===== config.mk =====
export PLATFORM = sky130hd
export DESIGN_NAME = uart_line_ctrl
export DESIGN_NICKNAME = d
export VERILOG_FILES = /design/src/rtl/uart_line_ctrl_pkg.sv /design/src/rtl/uart_line_store.sv /design/src/rtl/uart_line_ctrl.sv
export SDC_FILE = /design/constraint.sdc
export NUM_CORES = 1
export LEC_CHECK = 0
export BUFFER_PORTS_ARGS = -buffer_cell sky130_fd_sc_hd__buf_2
export CORE_UTILIZATION = 55
export DETAILED_ROUTE_END_ITERATION = 6
export PLACE_DENSITY = 0.72
export SYNTH_ARGS = -nofsm -noshare
export SYNTH_HDL_FRONTEND = slang
export SYNTH_SLANG_ARGS = --single-unit

===== constraint.sdc =====
create_clock -name clk -period 8 [get_ports clk]
set_input_delay 0.8 -clock clk [delete_from_list [all_inputs] [get_ports clk]]
set_output_delay 0.8 -clock clk [all_outputs]
set_load 0.005 [all_outputs]

===== src/rtl/uart_line_ctrl_pkg.sv =====
// Shared constants, FSM encoding and width helper for the line controller.
package uart_line_ctrl_pkg;

  localparam logic [7:0] CH_BS  = 8'h08;
  localparam logic [7:0] CH_DEL = 8'h7F;
  localparam logic [7:0] CH_CR  = 8'h0D;
  localparam logic [7:0] CH_LF  = 8'h0A;
  localparam logic [7:0] CH_SP  = 8'h20;
  localparam logic [7:0] CH_BEL = 8'h07;

  typedef enum logic [2:0] {
    ST_IDLE   = 3'd0,
    ST_DECODE = 3'd1,
    ST_SEND   = 3'd2,
    ST_GAP    = 3'd3,
    ST_COMMIT = 3'd4,
    ST_HOLD   = 3'd5
  } line_state_t;

  // Bits needed to index 'value' distinct items (minimum 1).
  function automatic int clog2(input int value);
    int r;
    r = 1;
    for (int i = 1; i < 31; i++) begin
      if ((1 << i) < value) r = i + 1;
    end
    return r;
  endfunction

endpackage


===== src/rtl/uart_line_store.sv =====
// Line buffer: synchronous write, combinational read. Contents are not reset.
module uart_line_store
  import uart_line_ctrl_pkg::*;
#(
  parameter int DEPTH  = 32,
  parameter int ADDR_W = clog2(DEPTH)
) (
  input  logic              clk,
  input  logic              wr_en,
  input  logic [ADDR_W-1:0] wr_addr,
  input  logic [7:0]        wr_data,
  input  logic [ADDR_W-1:0] rd_addr,
  output logic [7:0]        rd_data
);

  localparam logic [ADDR_W:0] DEPTH_L = (ADDR_W + 1)'(DEPTH);

  logic [7:0] mem [DEPTH];

  // Write the accepted character at the current line position.
  always_ff @(posedge clk) begin
    if (wr_en) mem[wr_addr] <= wr_data;
  end

  // Addresses past the end (non power-of-two depth) read as zero.
  always_comb begin
    rd_data = 8'h00;
    if ({1'b0, rd_addr} < DEPTH_L) rd_data = mem[rd_addr];
  end

endmodule


===== src/rtl/uart_line_ctrl.sv =====
// Terminal line controller: pops RX bytes, applies line editing, echoes to
// the UART TX and hands completed lines to the consumer via valid/ack.
//
// state     | meaning
// ----------+--------------------------------------------------------------
// ST_IDLE   | wait for an RX byte (only while no line is pending)
// ST_DECODE | classify the byte, update the line, load the echo sequence
// ST_SEND   | present the next sequence byte once TX is ready
// ST_GAP    | one idle cycle so TX can drop tx_ready
// ST_COMMIT | publish line_len and raise line_valid
// ST_HOLD   | line pending until line_ack
module uart_line_ctrl
  import uart_line_ctrl_pkg::*;
#(
  parameter int LINE_MAX = 32,
  parameter int ECHO     = 1,
  parameter int LEN_W    = clog2(LINE_MAX + 1),
  parameter int ADDR_W   = clog2(LINE_MAX)
) (
  input  logic              clk,
  input  logic              resetn,
  input  logic [7:0]        rx_data,
  input  logic              rx_empty,
  output logic              rx_get,
  input  logic              tx_ready,
  output logic              tx_start,
  output logic [7:0]        tx_data,
  output logic              line_valid,
  output logic [LEN_W-1:0]  line_len,
  input  logic              line_ack,
  input  logic [ADDR_W-1:0] line_raddr,
  output logic [7:0]        line_rdata
);

  localparam logic [LEN_W-1:0] LEN_MAX = LEN_W'(LINE_MAX);

  line_state_t      state;
  logic [7:0]       ch;
  logic [LEN_W-1:0] count;
  logic [2:0][7:0]  seq;
  logic [1:0]       seq_len;
  logic [1:0]       seq_idx;
  logic             commit;

  logic             is_print;
  logic             is_bs;
  logic             is_cr;
  logic             has_room;
  logic [2:0][7:0]  dec_seq;
  logic [1:0]       dec_len;
  logic             dec_commit;
  logic             wr_en;

  // Character classification of the latched byte.
  always_comb begin
    is_print = (ch >= 8'h20) && (ch <= 8'h7E);
    is_bs    = (ch == CH_BS) || (ch == CH_DEL);
    is_cr    = (ch == CH_CR);
    has_room = (count < LEN_MAX);
  end

  // Echo/edit sequence that the decoded byte produces.
  always_comb begin
    dec_seq    = '0;
    dec_len    = 2'd0;
    dec_commit = 1'b0;
    if (is_print) begin
      if (!has_room) begin
        dec_seq[0] = CH_BEL;
        dec_len    = 2'd1;
      end else if (ECHO != 0) begin
        dec_seq[0] = ch;
        dec_len    = 2'd1;
      end
    end else if (is_bs) begin
      if ((count != '0) && (ECHO != 0)) begin
        dec_seq = {CH_BS, CH_SP, CH_BS};
        dec_len = 2'd3;
      end
    end else if (is_cr) begin
      dec_seq[0] = CH_CR;
      dec_seq[1] = CH_LF;
      dec_len    = 2'd2;
      dec_commit = 1'b1;
    end
  end

  assign wr_en = (state == ST_DECODE) && is_print && has_room;

  // Strobes are decoded from state so a byte pops in the cycle it is seen and
  // the first echo leaves two cycles after rx_empty falls. rx_get is gated by
  // resetn so it stays low while reset is held, even with RX data waiting.
  assign rx_get   = resetn && (state == ST_IDLE) && !rx_empty && !line_valid;
  assign tx_start = (state == ST_SEND) && tx_ready;
  assign tx_data  = (state == ST_SEND) ? seq[seq_idx] : 8'h00;

  // Line sequencing FSM.
  always_ff @(posedge clk or negedge resetn) begin
    if (!resetn) begin
      state      <= ST_IDLE;
      ch         <= 8'h00;
      count      <= '0;
      seq        <= '0;
      seq_len    <= 2'd0;
      seq_idx    <= 2'd0;
      commit     <= 1'b0;
      line_valid <= 1'b0;
      line_len   <= '0;
    end else begin
      case (state)
        ST_IDLE: begin
          if (!rx_empty && !line_valid) begin
            ch    <= rx_data;
            state <= ST_DECODE;
          end
        end
        ST_DECODE: begin
          seq     <= dec_seq;
          seq_len <= dec_len;
          seq_idx <= 2'd0;
          commit  <= dec_commit;
          if (is_print) begin
            if (has_room) count <= count + LEN_W'(1);
          end else if (is_bs && (count != '0)) begin
            count <= count - LEN_W'(1);
          end
          if (dec_len != 2'd0) state <= ST_SEND;
          else if (dec_commit) state <= ST_COMMIT;
          else                 state <= ST_IDLE;
        end
        ST_SEND: begin
          if (tx_ready) begin
            seq_idx <= seq_idx + 2'd1;
            state   <= ST_GAP;
          end
        end
        ST_GAP: begin
          if (seq_idx < seq_len) begin
            state <= ST_SEND;
          end else begin
            seq_idx <= 2'd0;
            state   <= commit ? ST_COMMIT : ST_IDLE;
          end
        end
        ST_COMMIT: begin
          line_len   <= count;
          line_valid <= 1'b1;
          commit     <= 1'b0;
          state      <= ST_HOLD;
        end
        ST_HOLD: begin
          if (line_ack) begin
            line_valid <= 1'b0;
            count      <= '0;
            state      <= ST_IDLE;
          end
        end
        default: state <= ST_IDLE;
      endcase
    end
  end

  uart_line_store #(
    .DEPTH  (LINE_MAX),
    .ADDR_W (ADDR_W)
  ) u_store (
    .clk     (clk),
    .wr_en   (wr_en),
    .wr_addr (count[ADDR_W-1:0]),
    .wr_data (ch),
    .rd_addr (line_raddr),
    .rd_data (line_rdata)
  );

endmodule


### Word level (Yosys, flattened, before mapping)

Memory sizes are Yosys's and may differ from the RTL's.
Index checks and enable logic that the tools add are counted.

* bits in registers: 53
* bits in writable memories: 256
* output and inout port bits: 25
* word-level logic and storage cells: 96
* memories: 1

Memory list
* u_store.mem: words 32, width 8, rd ports 1, clocked after Yosys merged registers in 0, write ports 1, line uart_line_store.sv:18 `logic [7:0] mem [DEPTH];`

* $add $sub $neg: 3
* order comparisons: 5
* equality and inequality tests: 14
* multiplexer cells: 38
* reductions and logical operators: 24

Operator list (count)
* two-way mux 8 bit: 5
* two-way mux 16 bit: 2
* two-way mux 6 bit: 4
* two-way mux 3 bit: 7
* two-way mux 20 bit: 1
* case mux 3 bit (6 select lines): 1
* binary-select mux 8 bit (select 2 bit): 1
* == test 8 x 4 -> 1 bit, second input constant: 2
* two-way mux 12 bit: 1
* two-way mux 2 bit: 6
* case mux 6 bit (2 select lines): 1
* logical AND 1 bit: 9
* == test 8 x 7 -> 1 bit, second input constant: 1
* greater-or-equal comparator 8 x 6 -> 1 bit, second input constant: 1
* <= comparator 8 x 7 -> 1 bit, second input constant: 1
* nonzero test 2 bit: 4
* adder 6 x 1 -> 6 bit, second input constant: 1
* == test 3 x 2 -> 1 bit, second input constant: 2
* == test 3 bit, second input constant: 2
* less-than comparator 6 bit, second input constant: 1
* two-way mux 1 bit: 6
* != test 2 bit, second input constant: 3
* case mux 2 bit (3 select lines): 1
* AND reduction 3 bit: 2
* 16 further kinds: 19

### Depth between registers and ports, before layout

* word-level depth: 7
* depth in mapped cells: 9

### By module

A second synthesis with hierarchy kept.

* cell total of the unflattened synthesis: 606
* area total of the unflattened synthesis: 11940.2 sq um

By module, submodules not included
* uart_line_store: times used 1, cells each 409, area each 9893.2 sq um
* uart_line_ctrl: times used 1, cells each 197, area each 2047.0 sq um

### Least setup slack after synthesis

Ideal clock, no wire load.

* path type: in2out
* start point: in line_raddr[1]
* end point: out line_rdata[0]
* data arrival time: 2074 ps
* required time: 7200 ps
* setup slack: 5126 ps
* stages on the path: 5
* buffers on the path: 2
* cell sequence: clkbuf_1 -> clkbuf_1 -> mux4_2 -> o22ai_1 -> nor4_1

* cells in the longest elaborated chain, start to end: 1

RTL lines
* start: declaration: line uart_line_ctrl.sv:31 `input logic [ADDR_W-1:0] line_raddr,`
* memory (32 x 8 bit)
* end: declaration: line uart_line_ctrl.sv:32 `output logic [7:0] line_rdata`

No other way between the ends.

### Worst setup path in the final report

* start point: in line_raddr[0]
* end point: out line_rdata[2]

Same word-level chain as after synthesis.

==> results_tabular.tex <==
\begin{tabular}{lr}
\hline
Metric & Value \\
\hline
\multicolumn{2}{l}{\textbf{Layout}} \\
Number of fill cells in the layout & 1381 \\
Antenna Cells & 0 \\
Sequential cell area & 8660 µm² \\
Area overhead of the layout relative to synthesis & 12.3\% \\
Leading cell types in the layout, fill and taps excluded & 256 x sky130\_fd\_sc\_hd\_\_edfxtp\_1, 64 x sky130\_fd\_sc\_hd\_\_mux4\_2, 41 x sky130\_fd\_sc\_hd\_\_buf\_2 \\
Leading cell type in the layout, fill and taps excluded & sky130\_fd\_sc\_hd\_\_edfxtp\_1 \\
Share of final-layout standard cells stronger than drive strength 1 & 26.5\% \\
Area of the multi-input gates & 2960 µm² \\
Final Net Count & around 700 \\
\multicolumn{2}{l}{\textbf{Clock tree}} \\
\# Post-CTS Setup Buffers & 0 \\
Clock buffer count from CTS & 28 \\
Post-cts gate resize count & 0 \\
CTS H-tree depth & 1 \\
Hold Buf Count CTS & 0 \\
Clk\_lat worst skew & $\sim$0.54 ns \\
Number of buffers on the longest clock path & 3 \\
Clock Root Buffer & sky130\_fd\_sc\_hd\_\_clkbuf\_16 \\
Count of clock tree sinks & a little under 300 \\
Clk pin slew, worst setup/hold paths & about 0.06 ns \\
CTS tree & built \\
\multicolumn{2}{l}{\textbf{Synthesis}} \\
Fraction of post-synthesis cell area in the top cell type by area & roughly two thirds \\
Flop and latch count out of synthesis & about 300 \\
Leading post-synthesis cells by cell area & sky130\_fd\_sc\_hd\_\_edfxtp\_1 65\%, sky130\_fd\_sc\_hd\_\_mux4\_2 12\%, sky130\_fd\_sc\_hd\_\_dfrtp\_1 8.3\%, sky130\_fd\_sc\_hd\_\_o22ai\_1 1.7\%, sky130\_fd\_sc\_hd\_\_mux2\_2 1.2\% \\
Main combinational cell family by area after synthesis & multiplexers \\
Syn\_area\_per\_cell & 18.9 µm² \\
Count of unique library cells instantiated by Yosys & 48 \\
Cell type contributing the most total cell area after synthesis & sky130\_fd\_sc\_hd\_\_edfxtp\_1 \\
Net Count, Synth & around 650 \\
Number of synthesized flops with an enable pin & 256 \\
Part of the Yosys area used for sequential elements & 73.6\% \\
Post-synth top flop & sky130\_fd\_sc\_hd\_\_edfxtp\_1 \\
Adder and majority gate portion of the synthesized area & 0.808\% \\
Gate Count Post-Synth & 623 \\
Post-synth ARST share & between 10\% and 20\% \\
Fraction of synthesized cell area in xor and xnor cells & 0.298\% \\
Complex-gate fraction of the synthesized area & approximately 4.7\% \\
Yosys warning total & 0 \\
Netlist area before placement & approximately 12000 µm² \\
Portion of netlist area occupied by mux cells & 13.9\% \\
Post-synthesis simple-gate area fraction & 5.41\% \\
\multicolumn{2}{l}{\textbf{GRT}} \\
Initial antenna violation count & 0 \\
Global-route total usage across every layer & a little under a quarter \\
Aggregate global routing overflow & 0 \\
Wire length of the first global-routing pass & 38400 µm \\
Largest net degree at the start of global routing & 65 \\
Vias in the first global route & 6253 \\
\multicolumn{2}{l}{\textbf{Power and ir drop}} \\
Internal power & 3.02 mW \\
Switching power as a share of total power & 28.6\% \\
Combinational share of power & 18.1\% \\
Sequential cell fraction of total power & 50.0\% \\
Sw Pwr & around 1.2 mW \\
Clock power frac & 31.9\% \\
Power per unit of standard cell area & 321 nW/µm² \\
Cell leakage power & 4.43 nW \\
Highest ir drop seen on vdd & 0.242 mV \\
\multicolumn{2}{l}{\textbf{Setup path}} \\
Cell with the largest stage delay on the worst path & sky130\_fd\_sc\_hd\_\_nor4\_1 \\
Worst path buffer plus inverter count & 3 \\
Category of the most critical setup path & in -> out \\
Critical-path cell list & buf\_4 -> buf\_4 -> mux4\_2 -> o22ai\_1 -> nor4\_1 -> buf\_2 \\
Cell with the most instances on the worst path & sky130\_fd\_sc\_hd\_\_buf\_4 \\
CP endpoint kind & output port \\
Peak fanout along the critical path & 35 \\
Critical path launch point type & primary input \\
Cell family with most CP delay & buffers and inverters \\
Maximum cell stage delay along the critical path & 0.76 ns \\
Crit path required time & 7.20 ns \\
Reg2reg setup slack & 3.87 ns \\
Worst EP arrival & 3.47 ns \\
\multicolumn{2}{l}{\textbf{Route}} \\
Antenna Violating Nets Remaining & 0 \\
Average wire per standard cell & 25.6 µm \\
Total DRC errors in the routed layout & 0 \\
Total Wirelength & 24800 µm \\
First-pass DRT Iterations & 5 \\
Via density per instance & 6.34 \\
DRC violation total after the first TritonRoute iteration & 603 \\
Routed via count & roughly 6100 \\
\multicolumn{2}{l}{\textbf{Die}} \\
Count of pins on the block boundary & 43 \\
Total Die Area & 22000 µm² \\
Effective utilization at floorplan & between 50\% and 60\% \\
Die Span X & between 100 and 150 µm \\
Die boundary height & 148 µm \\
Total core area & 21000 µm² \\
Rows & 53 \\
\multicolumn{2}{l}{\textbf{Flow run}} \\
Reported max-cap violation count & 0 \\
\multicolumn{2}{l}{\textbf{Timing}} \\
Timing-limited maximum frequency & roughly 230 MHz \\
Setup skew after layout & 0.00822 ns \\
Max-slew violation count & 0 \\
Headroom to the max-slew limit & 15.5\% \\
Final-report hold violation count & 0 \\
RSZ-0062 raised after global routing & false \\
Shortest period the worst path allows & 4.27 ns \\
Accumulated negative setup slack & 0 ns \\
Share of the cycle needed by the critical path after routing & 53.4\% \\
Transition time at the pin with the least slew margin & 1.27 ns \\
Worst hold slack across all endpoints & 0.374 ns \\
Final count of negative-setup-slack endpoints & 0 \\
\multicolumn{2}{l}{\textbf{Outcome}} \\
Outcome & completed \\
\multicolumn{2}{l}{\textbf{Worst hold path}} \\
Class of the worst hold path & in -> async \\
\multicolumn{2}{l}{\textbf{Placement}} \\
Port-buffer cells & 42 \\
HPWL Detailed & around 16000 µm \\
Global placer's final weighted congestion & 0.866 \\
\hline
\end{tabular}
layer usage:
| layer | vias up | global-route usage [%] | share of wire [%] |
|---|---|---|---|
| li1 | 2644 | - | - |
| met1 | 3183 | 33.5 | 41 |
| met2 | 280 | 38.1 | 49 |
| met4 | 0 | 8.14 | 3.0 |
| met3 | 35 | 4.39 | 6.9 |
| met5 | - | 0 | 0 |
power groups by stage:
stage | logic, mW | clock network (mW) | registers (mW)
global route | 0.844 | 1.42 | 2.14
finish | 0.768 | 1.35 | 2.12
floorplan | 0.446 | 0 | 2.15
CTS | 0.774 | 1.37 | 2.12
detailed placement | 0.771 | 0 | 2.15
global placement | 0.740 | 0 | 2.14
state kept, by name, summed over array words and instances (netlist names):
| name | flops |
|---|---|
| line_valid | 1 |
| seq_idx | 2 |
| u_store.mem | 256 |
| ch | 8 |
| seq_len | 2 |
| line_len | 6 |
| count | 6 |
| state | 3 |
| commit | 1 |
| seq | 10 |
cell usage after synthesis (4+ instances only):
library cell                 n
sky130_fd_sc_hd__o31ai_1     4
sky130_fd_sc_hd__nand3_1     5
sky130_fd_sc_hd__a22o_1      7
sky130_fd_sc_hd__buf_1       4
sky130_fd_sc_hd__buf_2       9
sky130_fd_sc_hd__ha_1        6
sky130_fd_sc_hd__o22ai_1    32
sky130_fd_sc_hd__edfxtp_1  256
sky130_fd_sc_hd__clkbuf_1   18
sky130_fd_sc_hd__o21ai_0    11
sky130_fd_sc_hd__inv_1       9
sky130_fd_sc_hd__nor2_1     39
sky130_fd_sc_hd__mux2_2     13
sky130_fd_sc_hd__a21oi_1     7
sky130_fd_sc_hd__nand3b_1    5
sky130_fd_sc_hd__a21o_1      4
sky130_fd_sc_hd__nor3_1      8
sky130_fd_sc_hd__nand2_1    24
sky130_fd_sc_hd__mux4_2     64
sky130_fd_sc_hd__and2_1      8
sky130_fd_sc_hd__dfrtp_1    39
sky130_fd_sc_hd__nor4_1      9
cell families after synthesis:
| logic type | after synthesis |
|---|---|
| xor gates and xnor gates | 4 |
| DFF | 295 |
| AOI/OAI and AO/OA | 77 |
| buffers and inverters | 40 |
| adders and majority gates | 7 |
| muxes | 81 |
| and+or+nand+nor | 119 |
final timing paths:
kind,startpoint,endpoint,depth (start not counted)
setup / recovery,line_raddr[0],line_rdata[2],6
hold / removal,resetn,line_len[4],1
setup reg to reg,ch[6],u_store.mem[12][3],4
hold reg to reg,seq[7],seq[7],1
max in group asynchronous,resetn,seq_idx[0],1
min in group clk,seq[7],seq[7],1
per-stage QoR:
step / area, µm² / setup slack, ns / std cells / power (mW) / util [%]
final: 13200 / 3.73 / 969 / 4.24 / 62.9
after global routing: 13200 / 3.61 / 969 / 4.40 / 62.9
after CTS: 13200 / 3.72 / 969 / 4.26 / 62.9
after detailed placement: 12300 / 3.73 / 917 / 2.92 / 58.4
after global placement: 12300 / 3.74 / 917 / 2.88 / 58.4
after floorplan: 11800 / 5.13 / 623 / 2.60 / -
area by class of cell:
type / count / area share (%)
flip-flops and latches: 295 / 65.5
multi-input cells: 288 / 22.4
clock buffers: 38 / 5.97
well taps: 275 / 2.60
repair buffers: 50 / 2.06
clock inverters: 14 / 1.20
inverters: 9 / 0.256
Power figures use the tool's default switching activity.
